===== config.mk =====
export PLATFORM = sky130hd
export DESIGN_NAME = force_overlay_bank
export DESIGN_NICKNAME = d
export VERILOG_FILES = /design/src/rtl/force_overlay_bank.sv
export SDC_FILE = /design/constraint.sdc
export NUM_CORES = 2
export LEC_CHECK = 0
export CAP_MARGIN = 20
export CORE_UTILIZATION = 35
export DETAILED_ROUTE_END_ITERATION = 10
export SLEW_MARGIN = 5
export SYNTH_ARGS = -nofsm -noshare
export SYNTH_HDL_FRONTEND = slang
export SYNTH_SLANG_ARGS = --single-unit

===== constraint.sdc =====
create_clock -name clk -period 5.6 [get_ports clk]
set_input_delay 0.56 -clock clk [delete_from_list [all_inputs] [get_ports clk]]
set_output_delay 0.56 -clock clk [all_outputs]
set_load 0.01 [all_outputs]

===== src/rtl/force_overlay_bank.sv =====
// NCH-channel driver bank with a per-bit force/release overlay and a registered read port.
// Define FORCE_RELEASE_HOLD_EN for hold-on-release (variable) semantics; default is net semantics.
module force_overlay_bank #(
  parameter int WIDTH = 64,
  parameter int NCH = 4,
  parameter logic [WIDTH-1:0] INIT_PAT = WIDTH'({((WIDTH + 1) / 2){2'b10}} << (WIDTH % 2)),
  localparam int CHW = (NCH > 1) ? $clog2(NCH) : 1
) (
  input  logic             clk,
  input  logic             rst,
  input  logic             tick,
  input  logic             cmd_valid,
  output logic             cmd_ready,
  input  logic [1:0]       cmd_op,
  input  logic [CHW-1:0]   cmd_ch,
  input  logic [8:0]       cmd_lsb,
  input  logic [8:0]       cmd_msb,
  input  logic [WIDTH-1:0] cmd_val,
  input  logic [CHW-1:0]   rd_ch,
  output logic [WIDTH-1:0] rd_data,
  output logic             rd_forced,
  output logic             busy,
  output logic             err
);

  // state   | meaning
  // S_IDLE  | accepting commands
  // S_SWEEP | release-all in progress, clearing en[idx] one channel per cycle
  typedef enum logic {S_IDLE, S_SWEEP} state_e;

  localparam logic [1:0] OP_FORCE   = 2'd1;
  localparam logic [1:0] OP_RELEASE = 2'd2;
  localparam logic [1:0] OP_RELALL  = 2'd3;

  state_e           state_q, state_d;
  logic [CHW-1:0]   idx_q, idx_d;
  logic             err_q, err_d;
  logic [WIDTH-1:0] drv_q [NCH];
  logic [WIDTH-1:0] drv_d [NCH];
  logic [WIDTH-1:0] en_q  [NCH];
  logic [WIDTH-1:0] en_d  [NCH];
  logic [WIDTH-1:0] val_q [NCH];
  logic [WIDTH-1:0] val_d [NCH];
  logic [WIDTH-1:0] clr_mask [NCH];
  logic [WIDTH-1:0] rd_data_q, rd_data_d;
  logic             rd_forced_q, rd_forced_d;

  logic             cmd_acc;
  logic             ch_ok;
  logic             range_ok;
  logic             is_ranged_op;
  logic             do_force;
  logic             do_release;
  logic             do_relall;
  logic             sweep_clr;
  logic [8:0]       msb_clamped;
  logic [WIDTH-1:0] range_mask;
  logic [WIDTH-1:0] val_aligned;
  logic [NCH-1:0]   ch_sel;

  assign cmd_ready = (state_q == S_IDLE);
  assign busy      = (state_q == S_SWEEP);
  assign sweep_clr = busy;
  assign err       = err_q;
  assign rd_data   = rd_data_q;
  assign rd_forced = rd_forced_q;

  // Command decode: msb is clamped to the channel width before the range check.
  always_comb begin
    msb_clamped  = (int'(cmd_msb) >= WIDTH) ? 9'(WIDTH - 1) : cmd_msb;
    range_ok     = (cmd_lsb <= msb_clamped);
    ch_ok        = (int'(cmd_ch) < NCH);
    cmd_acc      = cmd_valid && cmd_ready;
    is_ranged_op = (cmd_op == OP_FORCE) || (cmd_op == OP_RELEASE);
    do_force     = cmd_acc && (cmd_op == OP_FORCE) && range_ok && ch_ok;
    do_release   = cmd_acc && (cmd_op == OP_RELEASE) && range_ok && ch_ok;
    do_relall    = cmd_acc && (cmd_op == OP_RELALL);
    err_d        = err_q | (cmd_acc && is_ranged_op && !(range_ok && ch_ok));
    val_aligned  = cmd_val << cmd_lsb;
    range_mask   = '0;
    for (int i = 0; i < WIDTH; i++) begin
      range_mask[i] = (9'(i) >= cmd_lsb) && (9'(i) <= msb_clamped);
    end
    ch_sel = '0;
    for (int c = 0; c < NCH; c++) begin
      ch_sel[c] = (cmd_ch == CHW'(c));
    end
  end

  always_comb begin
    state_d = state_q;
    idx_d   = idx_q;
    case (state_q)
      S_IDLE: begin
        if (do_relall) begin
          state_d = S_SWEEP;
          idx_d   = '0;
        end
      end
      S_SWEEP: begin
        if (idx_q == CHW'(NCH - 1)) begin
          state_d = S_IDLE;
          idx_d   = '0;
        end else begin
          idx_d = idx_q + CHW'(1);
        end
      end
      default: begin
        state_d = S_IDLE;
        idx_d   = '0;
      end
    endcase
  end

  // Per-channel next state; the driver keeps counting whether or not bits are forced.
  always_comb begin
    for (int c = 0; c < NCH; c++) begin
      clr_mask[c] = '0;
      if (sweep_clr && (idx_q == CHW'(c))) begin
        clr_mask[c] = '1;
      end else if (do_release && ch_sel[c]) begin
        clr_mask[c] = range_mask;
      end

      drv_d[c] = drv_q[c];
`ifdef FORCE_RELEASE_HOLD_EN
      drv_d[c] = (drv_q[c] & ~(clr_mask[c] & en_q[c])) | (val_q[c] & clr_mask[c] & en_q[c]);
`endif
      if (tick) begin
        drv_d[c] = drv_d[c] + WIDTH'(1);
      end

      en_d[c]  = en_q[c] & ~clr_mask[c];
      val_d[c] = val_q[c];
      if (do_force && ch_sel[c]) begin
        en_d[c]  = en_q[c] | range_mask;
        val_d[c] = (val_q[c] & ~range_mask) | (val_aligned & range_mask);
      end
    end
  end

  // Read is taken from next-state values so a command is visible one cycle after acceptance.
  always_comb begin
    rd_data_d   = '0;
    rd_forced_d = 1'b0;
    for (int c = 0; c < NCH; c++) begin
      if (rd_ch == CHW'(c)) begin
        rd_data_d   = (en_d[c] & val_d[c]) | (~en_d[c] & drv_d[c]);
        rd_forced_d = |en_d[c];
      end
    end
  end

  always_ff @(posedge clk) begin
    if (rst) begin
      state_q     <= S_IDLE;
      idx_q       <= '0;
      err_q       <= 1'b0;
      rd_data_q   <= INIT_PAT;
      rd_forced_q <= 1'b0;
      for (int c = 0; c < NCH; c++) begin
        drv_q[c] <= INIT_PAT;
        en_q[c]  <= '0;
        val_q[c] <= '0;
      end
    end else begin
      state_q     <= state_d;
      idx_q       <= idx_d;
      err_q       <= err_d;
      rd_data_q   <= rd_data_d;
      rd_forced_q <= rd_forced_d;
      for (int c = 0; c < NCH; c++) begin
        drv_q[c] <= drv_d[c];
        en_q[c]  <= en_d[c];
        val_q[c] <= val_d[c];
      end
    end
  end

endmodule


==> results_dict.tcl <==
set metrics [dict create \
    status "finished clean" \
    min-delay-start "rst" \
    synth_top_area_share 0.376 \
    synth_top_cell_by_area "dfxtp_1" \
    slew_violations 0 \
    cts_buffers 94 \
    die_h_um 359 \
    ys_types 91 \
    critPathMaxFanout 28 \
    drive_gt1_frac 0.160 \
    worstMarginPinSlew_ns 1.24 \
    ys_seq_area_frac 0.376 \
    clk_path_buf_depth 3 \
    layout.nets 5840 \
    maxCapViolations 0 \
    endpoint_kind "flip-flop" \
    synth_edf_count 0 \
    drc 0 \
    ant_nets 0 \
    ir_drop_uv 235 \
    grt_start_max_net_pins 179 \
    setup_tns_ns 0 \
    fp.dieW_um 359 \
    cts_tree "done" \
    syn_area_per_cell_sq_um 8.43 \
    critPathKind "in2reg" \
    cts_resized 0 \
    place.gp.congestion 1.06 \
    reg2reg_from "drv_q[3][6]" \
    worst-endpoint-required_ns 6.17 \
    first_pass_iters 6 \
    synthCells 5287 \
    grt_setup_unrepaired "false" \
    skew_ns 0.0376 \
    ys_warn_count 0 \
    hold_viol_final 0 \
    max-slew-margin-rel 0.158 \
    syn_area_sq_um 44600 \
    dp_slack_ns 0.0531 \
    drt_iter0_drc 6219 \
    postCtsSetupBuffers 0 \
    r2r_cells 11 \
    grt_pass1_vias 42367 \
    dpl_cell_area_sq_um 51300 \
    whs_path_depth 2 \
    initial_core_util 0.354 \
    synthFlopType "dfxtp_1" \
    critPathArrivalTime_ns 5.71 \
    htree_levels 3 \
    ios 160 \
    vias_per_cell 6.07 \
    num_vias 45311 \
    cp-start-kind "primary input" \
    layout_min_cycle_time_ns 5.14 \
    grt_pass1_wl_um 321000 \
    place_inst 7283 \
    synth-async-reset-ratio 0 \
    fmax_mhz 195 \
    p_per_area_nw_per_um2 264 \
    synth_area_leaders "dfxtp_1 38%, mux2i_1 10%, nor2_1 7.6%, mux4_2 4.5%, nand2_1 3.7%" \
    root_buffer "clkbuf_16" \
    stdcell_count 7461 \
    antenna_found_initial 20 \
    place_hpwl_um 175000 \
    r2r_end "rd_data[38]" \
    grt.total_usage 0.344 \
    clk_pin_slew_worst_paths_ns 0.06 \
    whs_endpoint "drv_q[0][54]" \
    cp-startpoint "cmd_msb[7]" \
    design_area_sq_um 54800 \
    core-area_sq_um 126000 \
    clock_sinks 837 \
    synth_seq_cells 837 \
    setup_viol 0 \
    area_delta_synth_final_pct 22.9 \
    wl_per_cell_um 30.8 \
    die-area_sq_um 129000 \
    setup_ws_ns 0.460 \
    overflow 0 \
    r2r_slack_ns 1.02 \
    fin_crit_sh 0.918 \
    clkLatencyLatePin_ns 0.73 \
    routed_wl_um 230000 \
    port_buffers 159 \
    cts_hold_buf 0 \
    hp-class "in2reg" \
    row_count 130 \
    p_leak_nw 20.8 \
]
-- cells by family (layout without fill, tap and decap cells) --
logic type | count (synthesis) | after routing | share of synthesized area
fa+ha+maj | 18 | 18 | 0.00505
simple gates | 2133 | 2133 | 0.220
buf+inv | 437 | 958 | 0.0392
compound gates | 1005 | 1005 | 0.148
flops | 837 | 837 | 0.376
xor+xnor | 252 | 252 | 0.0495
other cells | 1 | 4 | 0.0000841
mux | 604 | 604 | 0.162
-- routing by layer --
| layer | GRT usage | up-vias | part of all wire |
|---|---|---|---|
| met1 | 0.456 | 22081 | 0.41 |
| met2 | 0.504 | 2733 | 0.42 |
| met3 | 0.0774 | 603 | 0.11 |
| met5 | 0 | - | 0.00021 |
| met4 | 0.217 | 8 | 0.072 |
| li1 | - | 19886 | - |
-- through the flow --
stage / power, mW / hold slack, ns / utilization
finish: 14.4 / 0.291 / 0.435
global route: 14.7 / 0.305 / 0.435
CTS: 14.4 / 0.262 / 0.435
detailed placement: 7.52 / 0.470 / 0.408
global placement: 7.52 / 0.463 / 0.407
floorplan: 6.83 / 0.445 / -
-- placed cells by master, fill, tap and decap left out, drive strengths merged, types with 15 or more instances in the layout --
master / count
a21oi: 207
and4: 21
nand2: 440
buf: 577
clkbuf: 129
xnor2: 91
a211oi: 29
a2bb2oi: 26
clkinv: 25
and2: 118
mux2i: 467
nor2: 905
inv: 57
nand4: 94
bufinv: 17
a221oi: 21
nand3: 142
or3: 25
ha: 18
mux2: 48
a31oi: 92
nor4: 25
nor3: 189
o31ai: 15
o21a: 22
o22ai: 188
clkdlybuf4s50: 150
or2: 25
dfxtp: 837
mux4: 89
xor2: 161
a22oi: 88
and3: 68
o41ai: 15
nand2b: 25
a21o: 18
a41oi: 16
o21ai: 145
-- synth_stat cells, types with 94 or more instances --
library cell,n
o21ai_0,118
dfxtp_1,837
nor2_1,902
mux2i_1,467
nand4_1,94
a21oi_1,207
xor2_1,161
clkbuf_1,257
and2_1,116
nand2_1,440
nor3_1,183
nand3_1,142
o22ai_1,188
-- how the worst max path moves through the flow --
stage | to | slack, ns | cells past startpoint
finish | rd_forced | 0.46 | 19
global route | rd_forced | 0.43 | 21
CTS | rd_forced | 0.78 | 18
detailed placement | rd_forced | 0.05 | 18
global placement | rd_forced | -0.18 | 17
floorplan | rd_forced | 0.71 | 17
-- final cells by class --
| cell class | instances | area, sq um |
|---|---|---|
| Sequential cell | 837 | 16800 |
| Clock inverter | 47 | 796 |
| Multi-Input combinational cell | 4015 | 26200 |
| Timing Repair Buffer | 727 | 6090 |
| Antenna cell | 1 | 2.50 |
| Fill cell | 12601 | 71100 |
| Clock buffer | 129 | 2670 |
| Inverter | 55 | 211 |
| Tap cell | 1650 | 2060 |
-- where the power goes --
| group | leakage, nW | switching, mW | internal, mW |
|---|---|---|---|
| Combinational | 12.3 | 1.02 | 0.443 |
| Clock | 1.69 | 2.83 | 4.15 |
| Sequential | 6.75 | 0.0212 | 5.97 |
-- sequential cells by signal, indices dropped and copies added (netlist names) --
signal	flops
err	1
val_q	256
drv_q	256
busy	1
rd_data	64
en_q	256
idx_q	2
rd_forced	1
-- worst max-delay path: stages --
cell and delay (ns):
clkdlybuf4s50_1 0.44, or4_1 0.58, inv_2 0.09, ha_1 0.11
and4_1 0.21, o211ai_1 0.12, buf_4 0.18, o32ai_4 0.57
buf_12 0.29, nand3_1 0.10, buf_4 0.25, o21ai_0 0.49
a2bb2oi_1 0.17, nor4bb_1 0.50, buf_4 0.26, nand4_1 0.11
buf_4 0.19, o41ai_1 0.37, a221oi_1 0.10
Note: power is estimated with default switching activity, not from simulation.
